==> config.mk <==
export PLATFORM = sky130hd
export DESIGN_NAME = gol_bank_reader
export DESIGN_NICKNAME = d
export VERILOG_FILES = /design/src/rtl/gol_pkg.sv /design/src/rtl/gol_rd_fifo.sv /design/src/rtl/gol_bank_reader.sv
export SDC_FILE = /design/constraint.sdc
export NUM_CORES = 1
export LEC_CHECK = 0
export BUFFER_PORTS_ARGS = -buffer_cell sky130_fd_sc_hd__buf_4
export CORE_UTILIZATION = 38
export DETAILED_ROUTE_END_ITERATION = 10
export PLACE_DENSITY_LB_ADDON = 0.15
export SETUP_SLACK_MARGIN = 0.2
export SYNTH_ARGS = -nofsm -noshare
export SYNTH_HDL_FRONTEND = slang
export SYNTH_SLANG_ARGS = --single-unit
==> constraint.sdc <==
create_clock -name clk -period 4.2 [get_ports clk]
set_input_delay 0.63 -clock clk [delete_from_list [all_inputs] [get_ports clk]]
set_output_delay 0.63 -clock clk [all_outputs]
set_load 0.01 [all_outputs]
==> src/rtl/gol_pkg.sv <==
// Shared constants for the Game-of-Life bank datapath: grid geometry,
// read-FIFO sizing and the bank reader FSM encoding.
package gol_pkg;

    localparam int ADDR_W        = 16;
    localparam int DATA_W        = 4;
    localparam int GRID_DIM      = 256;
    localparam int RD_FIFO_DEPTH = 4;

    localparam logic [1:0] ST_IDLE  = 2'd0;
    localparam logic [1:0] ST_RUN   = 2'd1;
    localparam logic [1:0] ST_DRAIN = 2'd2;

endpackage

==> src/rtl/gol_rd_fifo.sv <==
// Small synchronous FIFO with a combinational head; push and pop in the
// same cycle both take effect. DEPTH must be a power of two.
module gol_rd_fifo
    import gol_pkg::*;
#(
    parameter int DEPTH = RD_FIFO_DEPTH,
    parameter int WIDTH = ADDR_W + DATA_W,
    localparam int PTR_W = $clog2(DEPTH),
    localparam int CNT_W = $clog2(DEPTH + 1)
) (
    input  logic             clk,
    input  logic             rst,
    input  logic             i_push,
    input  logic [WIDTH-1:0] i_wdata,
    input  logic             i_pop,
    output logic [CNT_W-1:0] o_count,
    output logic [WIDTH-1:0] o_head
);

    logic [WIDTH-1:0] r_mem [DEPTH];
    logic [PTR_W-1:0] r_wr_ptr;
    logic [PTR_W-1:0] r_rd_ptr;
    logic [CNT_W-1:0] r_count;

    always_ff @(posedge clk) begin
        if (i_push) begin
            r_mem[r_wr_ptr] <= i_wdata;
        end
    end

    always_ff @(posedge clk) begin
        if (rst) begin
            r_wr_ptr <= '0;
            r_rd_ptr <= '0;
            r_count  <= '0;
        end else begin
            if (i_push) r_wr_ptr <= r_wr_ptr + PTR_W'(1);
            if (i_pop)  r_rd_ptr <= r_rd_ptr + PTR_W'(1);
            case ({i_push, i_pop})
                2'b10:   r_count <= r_count + CNT_W'(1);
                2'b01:   r_count <= r_count - CNT_W'(1);
                default: r_count <= r_count;
            endcase
        end
    end

    assign o_count = r_count;
    assign o_head  = r_mem[r_rd_ptr];

endmodule

==> src/rtl/gol_bank_reader.sv <==
// Streams a full cell bank out of a 1-cycle-latency RAM as ordered
// (x, y, data) beats with valid/ready flow control.
module gol_bank_reader
    import gol_pkg::*;
#(
    parameter int ADDR_W = gol_pkg::ADDR_W,
    parameter int DATA_W = gol_pkg::DATA_W
) (
    input  logic              clk,
    input  logic              rst,
    input  logic              start,
    output logic              busy,
    output logic              done,
    output logic [ADDR_W-1:0] ram_addr,
    output logic              ram_re,
    input  logic [DATA_W-1:0] ram_rdata,
    output logic              cell_valid,
    input  logic              cell_ready,
    output logic [DATA_W-1:0] cell_data,
    output logic [7:0]        cell_x,
    output logic [7:0]        cell_y,
    output logic              cell_last
);

    localparam int CNT_W = $clog2(RD_FIFO_DEPTH + 1);
    localparam int OCC_W = CNT_W + 1;
    localparam int ENT_W = ADDR_W + DATA_W;

    logic [1:0]        r_state;
    logic [ADDR_W-1:0] r_cnt;
    logic              r_rd_vld;
    logic [ADDR_W-1:0] r_rd_addr;
    logic              r_done;

    logic [CNT_W-1:0]  w_count;
    logic [ENT_W-1:0]  w_head;
    logic [ADDR_W-1:0] w_head_addr;
    logic [OCC_W-1:0]  w_occ;
    logic              w_issue;
    logic              w_last_issue;
    logic              w_pop;

    // Issue only sees registered occupancy, so cell_ready never reaches the RAM port.
    assign w_occ        = {1'b0, w_count} + {{CNT_W{1'b0}}, r_rd_vld};
    assign w_issue      = (r_state == ST_RUN) && (w_occ <= OCC_W'(RD_FIFO_DEPTH - 1));
    assign w_last_issue = w_issue && (r_cnt == {ADDR_W{1'b1}});

    assign cell_valid  = (w_count != '0);
    assign w_pop       = cell_valid && cell_ready;
    assign w_head_addr = w_head[ENT_W-1:DATA_W];
    assign cell_data   = w_head[DATA_W-1:0];
    assign cell_x      = w_head_addr[7:0];
    assign cell_y      = w_head_addr[15:8];
    assign cell_last   = cell_valid && (w_head_addr == {ADDR_W{1'b1}});

    assign ram_re   = w_issue;
    assign ram_addr = r_cnt;
    assign busy     = (r_state != ST_IDLE);
    assign done     = r_done;

    always_ff @(posedge clk) begin
        if (rst) begin
            r_state   <= ST_IDLE;
            r_cnt     <= '0;
            r_rd_vld  <= 1'b0;
            r_rd_addr <= '0;
            r_done    <= 1'b0;
        end else begin
            r_done   <= 1'b0;
            r_rd_vld <= w_issue;
            if (w_issue) r_rd_addr <= r_cnt;
            case (r_state)
                ST_IDLE: begin
                    if (start) begin
                        r_state <= ST_RUN;
                        r_cnt   <= '0;
                    end
                end
                ST_RUN: begin
                    // The counter parks on the final address so ram_addr holds in DRAIN.
                    if (w_last_issue)  r_state <= ST_DRAIN;
                    else if (w_issue)  r_cnt   <= r_cnt + ADDR_W'(1);
                end
                ST_DRAIN: begin
                    if (w_pop && cell_last) begin
                        r_state <= ST_IDLE;
                        r_done  <= 1'b1;
                    end
                end
                default: r_state <= ST_IDLE;
            endcase
        end
    end

    gol_rd_fifo #(
        .DEPTH (RD_FIFO_DEPTH),
        .WIDTH (ENT_W)
    ) u_fifo (
        .clk     (clk),
        .rst     (rst),
        .i_push  (r_rd_vld),
        .i_wdata ({r_rd_addr, ram_rdata}),
        .i_pop   (w_pop),
        .o_count (w_count),
        .o_head  (w_head)
    );

endmodule

==> out/metrics.yaml <==
place:
  post-place-ws_ns: 1.07
  hpwlAfterDp_mm: 6.20
  globalplace.congestion: 0.730
  io_buffers: 48
worst_hold_path:
  hold_path_end: "u_fifo.r_mem[2][3]$_DFFE_PP_"
  min_path_type: "input pin to register"
  hold_start: "ram_rdata[3]"
  hold_depth: 1
layout:
  multi_input_area_um2: 1500
  drive_above_1_share: 0.227
  fill_cells: 1127
  nets: 411
  utilization: 0.472
  mostFrequentLayoutCell: "edfxtp_1"
  layout.area.seq_um2: 3300
  area_growth_pct: 21.2
  final_cell_mix: "80 x edfxtp_1, 51 x buf_4, 45 x dfxtp_1"
  antenna_cells: 0
cts:
  clock_latency_ns: 0.41
  ctsLongestPathBuffers: 2
  postCtsSetupBuffers: 0
  root_buffer: "clkbuf_16"
  numCtsBuffers: 17
  clkTransAtPathRegs_ns: 0.05
  ctsResizeCount: 0
  ctsHoldBuffers: 0
  htree_levels: 4
  clock-sinks: 125
  cts_tree: "built"
sta:
  maxSlewViolCount: 0
  fmax_mhz: 289
  rsz0062_at_grt: "no"
  post-route-min-period_ns: 3.46
  period_share: 0.824
  setup_viol: 0
  fin_tns_setup_ns: 0
  worst_slew_pin_slew_ns: 1.08
  finalHoldViolCount: 0
  whs_ns: 0.421
  skew_ns: 0.00743
  worst_slack_ns: 0.740
  slew_headroom: 0.278
floorplanning:
  fp.dieH_um: 116
  dieArea_um2: 13500
  die_w_um: 116
  ios: 49
  core_um2: 12700
  rows: 41
  start_util: 0.390
worst_setup_path:
  r2r_slack_ns: 1.73
  r2r_cells: 5
  cp.required_ns: 3.57
  path_class: "register to output port"
  slowest_stage: "dfxtp_1"
  r2r-end: "r_state[1]$_SDFFE_PP0P_"
  crit_chain: "mux4_1 > nand4_1 > or4_4 > and2b_2 > buf_4"
  critPathBufInv: 1
  startpoint_type: "register"
  cp.arrival_ns: 2.83
  crit_family: "simple AND/OR/NAND/NOR gates"
  cp_max_fo: 16
  critPathCaptureType: "output port"
  slowest_delay_ns: 0.90
global_routing:
  antenna_found_initial: 0
  grt_usage: 0.150
  grt_pass1_wl_mm: 14.6
  grt_pass1_vias: 2779
  grt_start_max_net_pins: 33
  overflow: 0
drt:
  wl_per_cell_um: 15.9
  wl_mm: 9.26
  drtIter0Drc: 117
  viasPerCell: 4.98
  antenna_left: 0
  firstDrtPassIters: 7
  vias: 2891
  drc: 0
synth:
  synthArstFlopShare: 0
  avgSynthCellArea_um2: 14.4
  synth_edf_count: 80
  synth_fp_nets: 359
  ys_seq_elements: 125
  ys_types: 43
  yosysSeqAreaShare: 0.669
  synth-warning-count: 0
  ys.flop_type: "edfxtp_1"
  syn-cell-area_um2: 4940
  syn-instance-count: 344
power:
  ir_drop_mv: 0.286
  p_leak_nw: 2.04
  power.density_nw_per_um2: 525
job:
  drv_cap: 0
status:
  status: "finished clean"
-- logic make-up (layout without fill, tap and decap cells) --
group                    Yosys count  count (layout)  share of synthesized area
flip-flops                       125             125                      0.669
AND/OR/NAND/NOR                  100             100                      0.107
AO/OA/AOI/OAI                     56              56                     0.0651
buffers and inverters             29              94                     0.0276
multiplexers                      22              22                      0.103
adder cells (fa/ha/maj)            7               7                     0.0193
XOR/XNOR                           5               5                    0.00887
-- through the flow --
stage / cells / area, um2 / total power, mW
3_3_place_gp: 549 / 5440 / 1.85
6_report: 581 / 5990 / 3.14
2_1_floorplan: 344 / 4940 / 1.70
3_5_place_dp: 549 / 5440 / 1.86
5_1_grt: 581 / 5990 / 3.27
4_1_cts: 581 / 5990 / 3.18
-- power breakdown --
| part | total [mW] | internal (mW) | switching (mW) |
|---|---|---|---|
| registers | 1.40 | 1.34 | 0.0561 |
| logic | 0.427 | 0.229 | 0.198 |
| clock network | 1.32 | 0.840 | 0.478 |
| total | 3.14 | 2.41 | 0.733 |
-- final cells by class --
class | instances | share of cell area
clock buffer | 25 | 0.0794
timing repair buffer | 51 | 0.0640
inverter | 11 | 0.00690
sequential | 125 | 0.552
multi-input combinational | 190 | 0.251
clock inverter | 7 | 0.0113
tap | 172 | 0.0360
-- per-layer routing --
layer	up-vias	part of all wire	global-route usage
met2	58	0.47	0.233
li1	1425	-	-
met4	0	0.016	0.0795
met1	1395	0.48	0.193
met3	13	0.035	0.0403
met5	-	0	0
-- state kept, by name, indices dropped and copies added, names as in the netlist, named ones only --
signal,cells
u_fifo.r_mem,80
r_rd_addr,16
ram_addr,16
u_fifo.o_count,3
r_state,2
u_fifo.r_rd_ptr,2
u_fifo.r_wr_ptr,2
done,1
r_rd_vld,1
-- worst max-delay path by stage --
stage          slack [ns]      from  depth (start not counted)         to
2_1_floorplan        1.84  register                          5  cell_last
3_3_place_gp         1.08  register                          5  cell_last
3_5_place_dp         1.07  register                          6  cell_last
4_1_cts              0.65  register                          6  cell_last
5_1_grt              0.55  register                          6  cell_last
6_report             0.74  register                          5  cell_last
-- synth_stat cells (2+ instances only) --
master	n	area [um2]
and2_1	6	37.5
clkbuf_1	8	30.0
nor2_1	13	48.8
buf_1	2	7.51
ha_1	6	75.1
dfxtp_1	45	901
nand3_1	9	45.0
buf_4	2	15.0
xor2_1	3	26.3
nand2_1	39	146
mux4_2	10	225
buf_2	4	20.0
or3_1	10	62.6
inv_1	10	37.5
edfxtp_1	80	2400
or4_1	6	45.0
nand4_1	7	43.8
o21ai_0	9	45.0
mux4_1	10	263
xnor2_1	2	17.5
buf_6	2	22.5
o31ai_1	6	45.0
a21oi_1	35	175
Power figures use the tool's default switching activity.
